<file path="config.mk">
export PLATFORM = sky130hd
export DESIGN_NAME = usb_bit_stuffer_flat
export DESIGN_NICKNAME = d
export VERILOG_FILES = /design/src/rtl/usb_bit_stuffer_if.sv /design/src/rtl/usb_bit_stuffer.sv /design/src/flat_wrapper.sv
export SDC_FILE = /design/constraint.sdc
export NUM_CORES = 1
export LEC_CHECK = 0
export BUFFER_PORTS_ARGS = -buffer_cell sky130_fd_sc_hd__buf_4
export CORE_AREA = 2 2 39 41
export CTS_CLUSTER_SIZE = 40
export DETAILED_ROUTE_END_ITERATION = 8
export DIE_AREA = 0 0 41 43
export GPL_TIMING_DRIVEN = 1
export MAX_ROUTING_LAYER = met4
export PLACE_DENSITY = 0.62
export SLEW_MARGIN = 5
export SYNTH_ARGS = -nofsm -noshare
export SYNTH_HDL_FRONTEND = slang
export SYNTH_SLANG_ARGS = --single-unit
</file>
<file path="constraint.sdc">
create_clock -name clk -period 1.7 [get_ports clk]
set_input_delay 0 -clock clk [delete_from_list [all_inputs] [get_ports clk]]
set_output_delay 0 -clock clk [all_outputs]
set_load 0.05 [all_outputs]
</file>
<file path="src/rtl/usb_bit_stuffer_if.sv">
// usb_bit_stuffer_if
//   Bit-serial link between the CRC5 stage, the bit stuffer and the NRZI
//   encoder.
//
//   Upstream side (from crc5):
//     s_in, start, endr : data bit plus first-bit and last-bit markers
//     pause             : back-pressure to crc5
//   Downstream side (to NRZI):
//     s_out, start_n, endr_n, valid_n
//
//   Handshake: the upstream presents s_in/start/endr every cycle. A bit is
//   consumed on a rising clk edge when pause was low in the cycle before
//   that edge. While pause is high, the upstream holds s_in/endr/start
//   unchanged. There is no ready signal downstream: the NRZI encoder takes
//   one bit per clock whenever valid_n is high.
//
//   Modports:
//     master : crc5 side / bench driver (drives s_in, start, endr)
//     slave  : the bit stuffer (drives pause and the downstream outputs)
interface usb_bit_stuffer_if;
   logic s_in;
   logic start;
   logic endr;
   logic pause;
   logic s_out;
   logic start_n;
   logic endr_n;
   logic valid_n;

   modport master (
      output s_in, start, endr,
      input  pause, s_out, start_n, endr_n, valid_n
   );

   modport slave (
      input  s_in, start, endr,
      output pause, s_out, start_n, endr_n, valid_n
   );
endinterface

</file>
<file path="src/rtl/usb_bit_stuffer.sv">
// usb_bit_stuffer
//   Serial USB bit stuffer. It consumes the bit stream coming from crc5 and
//   inserts a 0 after every STUFF_LEN consecutive 1s. While it is emitting
//   an inserted bit it raises pause, so crc5 holds its current bit. Each
//   consumed bit appears on s_out one clock later, framed by start_n and
//   endr_n.
//
//   Ports:
//     clk        clock
//     rst_b      asynchronous active-low reset
//     bus        usb_bit_stuffer_if.slave
//                  inputs:  s_in, start, endr
//                  outputs: pause, s_out, start_n, endr_n, valid_n
//     dbg_state  current FSM state (0=IDLE, 1=XMIT, 2=STUFF)
//
//   Parameters:
//     STUFF_LEN  number of consecutive 1s that trigger one inserted 0 (1..7)
//     CNT_W      width of the ones counter; must be able to hold STUFF_LEN
module usb_bit_stuffer #(
   parameter int STUFF_LEN = 6,
   parameter int CNT_W     = 3
) (
   input  logic                  clk,
   input  logic                  rst_b,
   usb_bit_stuffer_if.slave      bus,
   output logic [1:0]            dbg_state
);

   typedef enum logic [1:0] {
      IDLE  = 2'd0,
      XMIT  = 2'd1,
      STUFF = 2'd2
   } state_t;

   state_t             state_q,     state_d;
   logic [CNT_W-1:0]   ones_cnt_q,  ones_cnt_d;
   logic               last_pend_q, last_pend_d;
   logic               s_out_q,     s_out_d;
   logic               start_n_q,   start_n_d;
   logic               endr_n_q,    endr_n_d;
   logic               valid_n_q,   valid_n_d;

   // Ones count after the bit being consumed this cycle. A packet's first
   // bit starts counting from zero, so no run of 1s carries across packets.
   logic [CNT_W-1:0]   cnt_next;
   logic               hit_stuff;

   always_comb begin
      cnt_next = '0;
      if (bus.s_in) begin
         if (state_q == XMIT) begin
            cnt_next = ones_cnt_q + CNT_W'(1);
         end else begin
            cnt_next = CNT_W'(1);
         end
      end
   end

   assign hit_stuff = bus.s_in && (cnt_next == CNT_W'(STUFF_LEN));

   // Next-state and output computation.
   always_comb begin
      state_d     = state_q;
      ones_cnt_d  = ones_cnt_q;
      last_pend_d = last_pend_q;
      s_out_d     = 1'b0;
      start_n_d   = 1'b0;
      endr_n_d    = 1'b0;
      valid_n_d   = 1'b0;

      case (state_q)
         IDLE: begin
            ones_cnt_d = '0;
            if (bus.start) begin
               s_out_d    = bus.s_in;
               start_n_d  = 1'b1;
               valid_n_d  = 1'b1;
               ones_cnt_d = cnt_next;
               if (hit_stuff) begin
                  state_d     = STUFF;
                  last_pend_d = bus.endr;
               end else if (bus.endr) begin
                  state_d  = IDLE;
                  endr_n_d = 1'b1;
               end else begin
                  state_d = XMIT;
               end
            end
         end

         XMIT: begin
            // A start seen here is ignored; the packet is still in progress.
            s_out_d    = bus.s_in;
            valid_n_d  = 1'b1;
            ones_cnt_d = cnt_next;
            if (hit_stuff) begin
               state_d     = STUFF;
               last_pend_d = bus.endr;
            end else if (bus.endr) begin
               state_d  = IDLE;
               endr_n_d = 1'b1;
            end else begin
               state_d = XMIT;
            end
         end

         STUFF: begin
            // Upstream is paused and holding its bit. Emit the inserted 0.
            // If the bit that completed the run was the last one, the end
            // marker moves onto this inserted 0.
            valid_n_d   = 1'b1;
            ones_cnt_d  = '0;
            endr_n_d    = last_pend_q;
            last_pend_d = 1'b0;
            state_d     = last_pend_q ? IDLE : XMIT;
         end

         default: begin
            state_d     = IDLE;
            ones_cnt_d  = '0;
            last_pend_d = 1'b0;
         end
      endcase
   end

   always_ff @(posedge clk or negedge rst_b) begin
      if (!rst_b) begin
         state_q     <= IDLE;
         ones_cnt_q  <= '0;
         last_pend_q <= 1'b0;
         s_out_q     <= 1'b0;
         start_n_q   <= 1'b0;
         endr_n_q    <= 1'b0;
         valid_n_q   <= 1'b0;
      end else begin
         state_q     <= state_d;
         ones_cnt_q  <= ones_cnt_d;
         last_pend_q <= last_pend_d;
         s_out_q     <= s_out_d;
         start_n_q   <= start_n_d;
         endr_n_q    <= endr_n_d;
         valid_n_q   <= valid_n_d;
      end
   end

   // pause comes straight from the state register, so it is glitch-free and
   // clears at the same moment as an asynchronous reset.
   assign bus.pause   = (state_q == STUFF);
   assign bus.s_out   = s_out_q;
   assign bus.start_n = start_n_q;
   assign bus.endr_n  = endr_n_q;
   assign bus.valid_n = valid_n_q;
   assign dbg_state   = state_q;

endmodule

</file>
<file path="src/flat_wrapper.sv">
// flat-port wrapper written by rule: the top's interface ports become plain ports
module usb_bit_stuffer_flat 
#(
   parameter int STUFF_LEN = 6,
   parameter int CNT_W     = 3
)
  (clk, rst_b, dbg_state, bus_s_in, bus_start, bus_endr, bus_pause, bus_s_out, bus_start_n, bus_endr_n, bus_valid_n);
  usb_bit_stuffer_if bus_i ();
  input  logic clk;
  input  logic rst_b;
  output logic [1:0] dbg_state;
  input wire logic [$bits(bus_i.s_in)-1:0] bus_s_in;
  input wire logic [$bits(bus_i.start)-1:0] bus_start;
  input wire logic [$bits(bus_i.endr)-1:0] bus_endr;
  output wire logic [$bits(bus_i.pause)-1:0] bus_pause;
  output wire logic [$bits(bus_i.s_out)-1:0] bus_s_out;
  output wire logic [$bits(bus_i.start_n)-1:0] bus_start_n;
  output wire logic [$bits(bus_i.endr_n)-1:0] bus_endr_n;
  output wire logic [$bits(bus_i.valid_n)-1:0] bus_valid_n;
  assign bus_i.s_in = bus_s_in;
  assign bus_i.start = bus_start;
  assign bus_i.endr = bus_endr;
  assign bus_pause = bus_i.pause;
  assign bus_s_out = bus_i.s_out;
  assign bus_start_n = bus_i.start_n;
  assign bus_endr_n = bus_i.endr_n;
  assign bus_valid_n = bus_i.valid_n;
  usb_bit_stuffer #(.STUFF_LEN(STUFF_LEN), .CNT_W(CNT_W)) u_core (.clk(clk), .rst_b(rst_b), .bus(bus_i), .dbg_state(dbg_state));
endmodule
</file>
==> results of run 1 <==
layout by cell type (no fill, tap or decap), types with 2 or more instances in the layout:
cell,Yosys,final
and2_1,2,2
clkbuf_4,0,3
dfrtp_1,10,8
dlygate4sd3_1,0,3
buf_4,0,12
nor2_1,7,7
dfrtp_2,0,2
ha_1,6,5
nand2_1,3,3
o21ai_0,2,2
inv_1,4,4
flip-flops by register name, indices dropped and copies added, names as in the netlist:
signal / cells
u_core.bus.s_out: 1
u_core.ones_cnt_q: 3
u_core.dbg_state: 2
u_core.bus.valid_n: 1
u_core.bus.endr_n: 1
u_core.last_pend_q: 1
u_core.bus.start_n: 1
area by class of cell:
class | count | area, um^2
tap | 16 | 20.0
timing repair buffer | 15 | 120
sequential | 10 | 253
fill | 134 | 682
inverter | 4 | 15.0
clock buffer | 4 | 36.3
multi-input combinational | 32 | 258
worst max-delay path, delay by kind of cell, from the launching register on:
kind / cells / cell delay [ps]
flops: 1 / 420
compound gates: 2 / 350
fa+ha+maj: 1 / 310
simple gates: 2 / 290
logic make-up after synthesis:
logic type      count (synthesis)  synth area share, %
flops                          10                 48.1
xor+xnor                        1                 3.13
fa+ha+maj                       6                 14.4
mux                             1                 1.92
compound gates                  7                 10.8
simple gates                   17                 18.8
buf+inv                         4                 2.88
repair_timing:
item                      CTS  global route
hold endpoints to repair   14             0
hold buffers                3             0
buffers inserted            0             0
metrics by stage:
stage               power (mW)  instance area (um^2)  instances  util, %  setup slack, ps
global placement         0.557                   636         74     45.9              264
floorplan                0.472                   526         46        -              112
finish                   0.769                   702         81     50.7              242
CTS                      0.783                   702         81     50.7              217
global route             0.824                   702         81     50.7              151
detailed placement       0.560                   636         74     45.9              239
final timing paths:
| kind | startpoint | endpoint | slack, ps |
|---|---|---|---|
| min in group asynchronous | rst_b | u_core.dbg_state[1] | 100 |
| min | bus_endr | u_core.bus.endr_n | 50 |
| max reg2reg | u_core.ones_cnt_q[0] | u_core.last_pend_q | 240 |
| max | u_core.ones_cnt_q[0] | u_core.last_pend_q | 240 |
| max in group asynchronous | rst_b | u_core.dbg_state[0] | 1440 |
| min reg2reg | u_core.dbg_state[0] | u_core.dbg_state[0] | 560 |
per-layer routing:
layer | vias up | part of all wire, %
met5 | - | 0
met1 | 171 | 47
met2 | 9 | 48
li1 | 190 | -
met3 | 0 | 5.3
met4 | 0 | 0
where the power goes:
group          total [mW]  switching [mW]  leakage, nW  internal, mW
sequential          0.291          0.0208        0.128         0.270
clock               0.213          0.0833       0.0210         0.130
combinational       0.265           0.171        0.213        0.0944
total               0.769           0.275        0.362         0.494
==> run_results.csv, run 1 <==
group,metric,value,unit
status,outcome,"completed",
clock_network,clkTransAtPathRegs,70,ps
hold_path,holdPathStages,3,
grt,grt_pass1_vias,410,
die,coreArea,1380,um^2
logic_synthesis,synth_common_cells,"dfrtp_1, nor2_1, ha_1",
setup_path,slowest_stage,"dfrtp_1",
logic_synthesis,synth_top_area_share,48.1,%
setup_path,end_kind,"register",
clock_network,worst_skew_pair.late_latency,260,ps
setup_path,path_max_fanout,6,
run,cap_violations,0,
logic_synthesis,syn-instance-count,46,
clock_network,clock_sinks,10,
sta,hold_slack,46.0,ps
grt,track_usage,14.5,%
clock_network,post_cts_resized,0,
clock_network,cts.path.max_buffers,2,
pwr,vdd_ir_drop_max,0.583,mV
setup_path,r2r_cells,5,
sta,final_max_slew_viol_count,0,
route,wl_per_cell,11.2,um
setup_path,path_cells,"ha_1, and3_4, nand3_4, o21ba_1, a221oi_2",
hold_path,hold_class,"in2reg",
setup_path,setup.worst_path.start_class,"register",
logic_synthesis,ys_ff_latch,10,
route,drc,0,
setup_path,critPathRequiredTime,1880,ps
setup_path,crit_arrival,1640,ps
route,dr.first_iter.drc_count,2,
placed_design,portBuffers,11,
sta,setup_viol,0,
sta,timing.final.crit_share,85.8,%
die,die_h,43,um
layout,drive_above_1_share,35.4,%
setup_path,critPathMaxStageDelay,420,ps
grt,grt-ovfl-total,0,
logic_synthesis,postSynth.asyncResetShare,100,%
logic_synthesis,yosysMostFrequentCell,"dfrtp_1",
route,ant_nets,0,
sta,timing.fmax,686,MHz
clock_network,cts_root_buf,"clkbuf_4",
logic_synthesis,synth_area,520,um^2
pwr,powerDensity,1100,nW/um^2
layout,diodes,0,
die,io_pins,12,
grt,antenna_found_initial,0,
layout,synthToLayoutAreaGrowth,34.9,%
clock_network,cts_buffers,3,
placed_design,gp_congestion,0.705,
clock_network,htree_num_levels,1,
logic_synthesis,yosysWarnings,0,
grt,met1_usage,19.0,%
grt,top_usage_layer,"met2",
sta,period_minus_slack,1460,ps
route,route.vias.total,370,
logic_synthesis,yosysSeqAreaShare,48.1,%
layout,fin_nets,77,
logic_synthesis,synth_edf_count,0,
die,dieArea,1760,um^2
placed_design,dp_hpwl,714,um
route,wl,908,um
grt,met2_usage,20.0,%
die,fp.dieW,41,um
die,fp-row-count,14,
logic_synthesis,synth_ff_type,"dfrtp_1",
grt,grt_pass1_wl,1690,um
setup_path,critical_path_class,"reg2reg",
grt,grt_max_degree,11,
logic_synthesis,synth_largest_area_cell,"dfrtp_1",
sta,skew,8.22,ps
route,via_per_inst,4.57,
pwr,cellLeakagePower,0.362,nW
logic_synthesis,synth_area_per_cell,11.3,um^2
sta,rsz0062_at_grt,"no",
sta,relSlewSlack,80.6,%
sta,hold_viol,0,
logic_synthesis,synth_fp_nets,57,
logic_synthesis,synthDistinctLibCells,19,
route,firstDrtPassIters,4,
die,start_util,37.6,%
logic_synthesis,synth_area_leaders,"dfrtp_1, ha_1, nor2_1, nand3_4, xor2_2",
grt,gr-usage-met3,3.14,%
sta,setup_tns,0,ps
clock_network,cts_tree,"yes",
sta,worst_pin_slew,289,ps
Power figures use the tool's default switching activity.
==> inputs of run 2 (changes only) <==
- RECOVER_POWER: unset -> 25
==> run 2 against run 1 <==
Against the previous run: fmax is the same; wire length grew 0.11%; clock skew hardly changed; register-to-register slack barely moved; global-route usage stayed put; worst hold slack barely moved; first-iteration DRC count unchanged; core utilization decreased by 0.27 points; combinational power hardly changed; cell area is 0.53% lower; largest power group unchanged; die area unchanged; critical path type unchanged; sequential power about the same.
==> run_results.csv, run 2 (same netlist as run 1, synthesis figures left out) <==
group,metric,value,unit
setup_path,setup.worst_path.start_class,"register",
route,ant_nets,0,
layout,synthToLayoutAreaGrowth,34.1,%
route,wl_per_cell,11.2,um
die,start_util,37.6,%
layout,fin_nets,77,
die,fp.dieW,41,um
pwr,p_seq_share,37.9,%
hold_path,min_from,"bus_endr",
sta,final_max_slew_viol_count,0,
die,dieArea,1760,um^2
layout,design_area,698,um^2
grt,grt_pass1_wl,1690,um
sta,timing.fmax,686,MHz
layout,layout_common_cells,"buf_4, dfrtp_1, nor2_1",
layout,final_common_cell,"buf_4",
setup_path,critPathRequiredTime,1880,ps
sta,rsz0062_at_grt,"no",
clock_network,worst_skew_pair.late_latency,260,ps
grt,antenna_found_initial,0,
route,drc,0,
route,firstDrtPassIters,4,
pwr,vdd_ir_drop_max,0.582,mV
sta,skew,8.21,ps
die,fp-row-count,14,
clock_network,post_cts_resized,0,
layout,drive_above_1_share,33.8,%
sta,relSlewSlack,63.0,%
grt,grt_pass1_vias,410,
sta,setup_tns,0,ps
setup_path,crit_path_start,"u_core.ones_cnt_q[0]",
die,io_pins,12,
run,cap_violations,0,
setup_path,r2r_cells,5,
setup_path,end_kind,"register",
grt,grt-ovfl-total,0,
pwr,sw_frac_of_total,35.8,%
sta,hold_viol,0,
pwr,internal-power,0.493,mW
layout,final_util,50.5,%
clock_network,cts_buffers,3,
setup_path,critical_path_class,"reg2reg",
hold_path,hold_class,"in2reg",
placed_design,gp_congestion,0.705,
route,wl,909,um
setup_path,path_max_fanout,6,
pwr,comb_power_share,34.4,%
clock_network,clock_sinks,10,
layout,top_register,"u_core.ones_cnt_q",
sta,timing.final.crit_share,85.8,%
placed_design,dp_hpwl,714,um
clock_network,cts_tree,"yes",
die,coreArea,1380,um^2
sta,period_minus_slack,1460,ps
clock_network,cts_root_buf,"clkbuf_4",
layout,diodes,0,
pwr,power.switching,0.275,mW
clock_network,clkTransAtPathRegs,70,ps
clock_network,htree_num_levels,1,
sta,setup_viol,0,
grt,grt_max_degree,11,
setup_path,r2r_start,"u_core.ones_cnt_q[0]",
route,dr.first_iter.drc_count,2,
placed_design,dpl_cell_area,636,um^2
layout,largest_register_ffs,3,
status,outcome,"completed",
pwr,clockPowerShare,27.8,%
pwr,power.total,0.768,mW
pwr,powerDensity,1100,nW/um^2
route,route.vias.total,370,
die,die_h,43,um
layout,fillers,135,
route,via_per_inst,4.57,
pwr,cellLeakagePower,0.358,nW
sta,worst_pin_slew,555,ps
placed_design,portBuffers,11,
hold_path,holdPathStages,3,
clock_network,cts.path.max_buffers,2,
grt,track_usage,14.5,%
setup_path,crit_arrival,1640,ps
[run 2: power groups by stage]
stage | Clock (mW) | Combinational, mW | Sequential [mW]
3_3_place_gp | 0 | 0.261 | 0.296
3_5_place_dp | 0 | 0.263 | 0.297
2_1_floorplan | 0 | 0.0886 | 0.384
6_report | 0.213 | 0.264 | 0.291
5_1_grt | 0.238 | 0.288 | 0.297
4_1_cts | 0.223 | 0.269 | 0.292
[run 2: area by class of cell]
cell class,count,area [um^2],share of cell area (%)
tap,16,20.0,2.87
timing repair buffer,15,116,16.7
multi-input combinational,32,258,36.9
inverter,4,15.0,2.15
clock buffer,4,36.3,5.20
sequential,10,253,36.2
[run 2: path summary, 6_finish.rpt]
kind	endpoint	slack (ps)
min in group asynchronous	u_core.last_pend_q	230
hold / removal	u_core.bus.endr_n	50
setup reg to reg	u_core.last_pend_q	240
max in group asynchronous	u_core.dbg_state[0]	1070
hold reg to reg	u_core.dbg_state[0]	560
setup / recovery	u_core.last_pend_q	240
[run 2: routing by layer]
layer	share of wire (%)	vias to the layer above	GRT usage [%]
li1	-	190	-
met1	47	171	19.0
met2	48	9	20.0
met3	5.3	0	3.14
met4	0	0	8.00
met5	0	-	-
[run 2: metrics by stage]
step / setup slack [ps] / hold slack (ps) / std cells
after floorplan: 112 / -296 / 46
after global placement: 264 / -162 / 74
after detailed placement: 239 / -161 / 74
after CTS: 217 / 44.4 / 81
after global routing: 151 / 48.2 / 81
final: 242 / 45.9 / 81
[run 2: repair_timing]
action                    4_1_cts  5_1_grt
hold buffers                    3        0
hold endpoints to repair       14        0
buffers inserted                0        0
[run 2: critical path, cell delays in order, from the launching register on]
cell and delay (ps):
dfrtp_1 420, ha_1 310, and3_4 190, nand3_4 100, o21ba_1 200, a221oi_2 150
==> inputs of run 3 (changes only) <==
- ABC_AREA: unset -> 1
- TNS_END_PERCENT: unset -> 50
==> run 3 against run 2 <==
Against the previous run: total power is 3.5% higher; setup slack better by 63 ps; sequential share of layout area is 0.36 points higher; worst hold slack worse by 32 ps; register-to-register slack better by 60 ps; die area stayed put; synthesized cell count is 35% higher; largest cell class is now sequential cells.
==> run_results.csv, run 3 <==
group,metric,value,unit
pwr,vdd_ir_drop_max,0.477,mV
setup_path,setup.worst_path.start_class,"register",
sta,timing.final.crit_share,82.0,%
logic_synthesis,syn-instance-count,62,
die,fp.dieW,41,um
die,io_pins,12,
logic_synthesis,synth_top_area_share,48.2,%
placed_design,dp_hpwl,698,um
sta,worst_pin_slew,534,ps
logic_synthesis,synth_edf_count,0,
die,fp-row-count,14,
pwr,power.total,0.795,mW
route,wl,889,um
sta,timing.fmax,717,MHz
clock_network,clock_sinks,10,
run,cap_violations,0,
sta,final_max_slew_viol_count,0,
grt,grt_max_degree,11,
die,die_h,43,um
die,dieArea,1760,um^2
clock_network,clkTransAtPathRegs,70,ps
die,coreArea,1380,um^2
clock_network,cts_root_buf,"clkbuf_4",
setup_path,critical_path_class,"reg2reg",
layout,fin_nets,92,
layout,fillers,142,
layout,design_area,684,um^2
logic_synthesis,ys_ff_latch,10,
logic_synthesis,synth_area,519,um^2
sta,period_minus_slack,1390,ps
logic_synthesis,yosysMostFrequentCell,"nand2_1",
sta,setup_viol,0,
route,route.vias.total,424,
grt,track_usage,13.4,%
logic_synthesis,yosysSeqAreaShare,48.2,%
setup_path,critPathRequiredTime,1860,ps
placed_design,dpl_cell_area,622,um^2
setup_path,crit_arrival,1550,ps
hold_path,hold_class,"in2reg",
setup_path,path_max_fanout,6,
logic_synthesis,synth_ff_type,"dfrtp_1",
sta,skew,0.308,ps
clock_network,cts_tree,"yes",
logic_synthesis,synthAdderAreaFrac,14.5,%
grt,grt_pass1_vias,351,
setup_path,end_kind,"register",
clock_network,cts.path.max_buffers,2,
layout,synthToLayoutAreaGrowth,31.8,%
logic_synthesis,postSynth.asyncResetShare,100,%
clock_network,post_cts_resized,0,
layout,final_common_cell,"nand2_1",
clock_network,cts_buffers,3,
route,firstDrtPassIters,4,
route,via_per_inst,4.42,
pwr,cellLeakagePower,0.396,nW
layout,largest_register_ffs,3,
die,start_util,37.5,%
logic_synthesis,synth_area_per_cell,8.37,um^2
clock_network,worst_skew_pair.late_latency,270,ps
logic_synthesis,yosysWarnings,0,
sta,rsz0062_at_grt,"no",
logic_synthesis,synth_fp_nets,73,
route,drc,0,
logic_synthesis,synth_top_family_by_area,"simple AND/OR/NAND/NOR gates",
layout,layout_common_cells,"nand2_1, inv_1, buf_4, dfrtp_1, nor2_1",
logic_synthesis,synth_area_leaders,"dfrtp_1, ha_1, nand2_1, inv_1, nor2_1",
route,ant_nets,0,
logic_synthesis,synthDistinctLibCells,13,
logic_synthesis,synthMuxAreaShare,0,%
logic_synthesis,synth-xor-area-share,0,%
grt,grt_pass1_wl,1420,um
clock_network,cts_hold_buf,3,
route,dr.first_iter.drc_count,2,
logic_synthesis,synth-simple-area-share,23.6,%
clock_network,post-cts-setup-buffers,0,
placed_design,portBuffers,11,
layout,diodes,0,
grt,antenna_found_initial,0,
pwr,powerDensity,1160,nW/um^2
logic_synthesis,synth_common_cells,"nand2_1, inv_1, dfrtp_1",
logic_synthesis,synth-compound-area-share,4.34,%
layout,top_register,"u_core.ones_cnt_q",
layout,drive_above_1_share,21.3,%
clock_network,htree_num_levels,1,
placed_design,gp_congestion,0.850,
route,wl_per_cell,9.26,um
status,outcome,"completed",
logic_synthesis,synth_largest_area_cell,"dfrtp_1",
sta,hold_viol,0,
sta,relSlewSlack,64.4,%
sta,setup_tns,0,ps
grt,grt-ovfl-total,0,
## run 3: worst paths after layout
path / end / cells after the start / slack (ps) / startpoint
setup / recovery: u_core.last_pend_q / 9 / 310 / u_core.dbg_state[1]
hold / removal: u_core.last_pend_q / 3 / 10 / bus_endr
setup reg to reg: u_core.last_pend_q / 9 / 310 / u_core.dbg_state[1]
hold reg to reg: u_core.ones_cnt_q[0] / 1 / 500 / u_core.ones_cnt_q[0]
max in group asynchronous: u_core.bus.start_n / 2 / 1130 / rst_b
min in group asynchronous: u_core.bus.endr_n / 2 / 220 / rst_b
## run 3: routing by layer
metal | vias to the layer above | share of wire, % | GRT usage (%)
li1 | 224 | - | -
met1 | 187 | 46 | 17.4
met2 | 8 | 46 | 16.6
met3 | 5 | 4.0 | 3.14
met4 | 0 | 4.3 | 12.0
met5 | - | 0 | -
## run 3: layout make-up
type / instances / area [um^2] / area share, %
Clock buffer: 4 / 36.3 / 5.30
Tap cell: 16 / 20.0 / 2.93
Multi-Input combinational cell: 39 / 220 / 32.2
Timing Repair Buffer: 14 / 109 / 15.9
Inverter: 13 / 48.8 / 7.13
Sequential cell: 10 / 250 / 36.6
## run 3: kinds of logic (layout without fill, tap and decap cells)
logic type      after synthesis  in the layout
simple gates                 29             29
buf+inv                      13             31
flops                        10             10
compound gates                4              4
fa+ha+maj                     6              6
## run 3: per-stage QoR
step	util [%]	hold WS (ps)	cells	setup slack [ps]
3_3_place_gp	44.9	-162	89	328
4_1_cts	49.7	14.3	96	286
6_report	49.5	13.7	96	305
2_1_floorplan	-	-296	62	91.9
3_5_place_dp	44.9	-162	89	304
5_1_grt	49.5	41.1	96	123
## run 3: power by group
| group | switching, mW | internal, mW |
|---|---|---|
| Sequential | 0.0272 | 0.281 |
| Combinational | 0.183 | 0.0883 |
| Clock | 0.0848 | 0.130 |
## run 3: critical path: stages, from the launching register on
cell and delay, ps:
dfrtp_1 440, inv_1 110, ha_1 200, nand2_2 70, nor2_2 130, nand3_2 100, nand2_1 70, nand2_1 60
nand2_1 50, o21ai_1 60
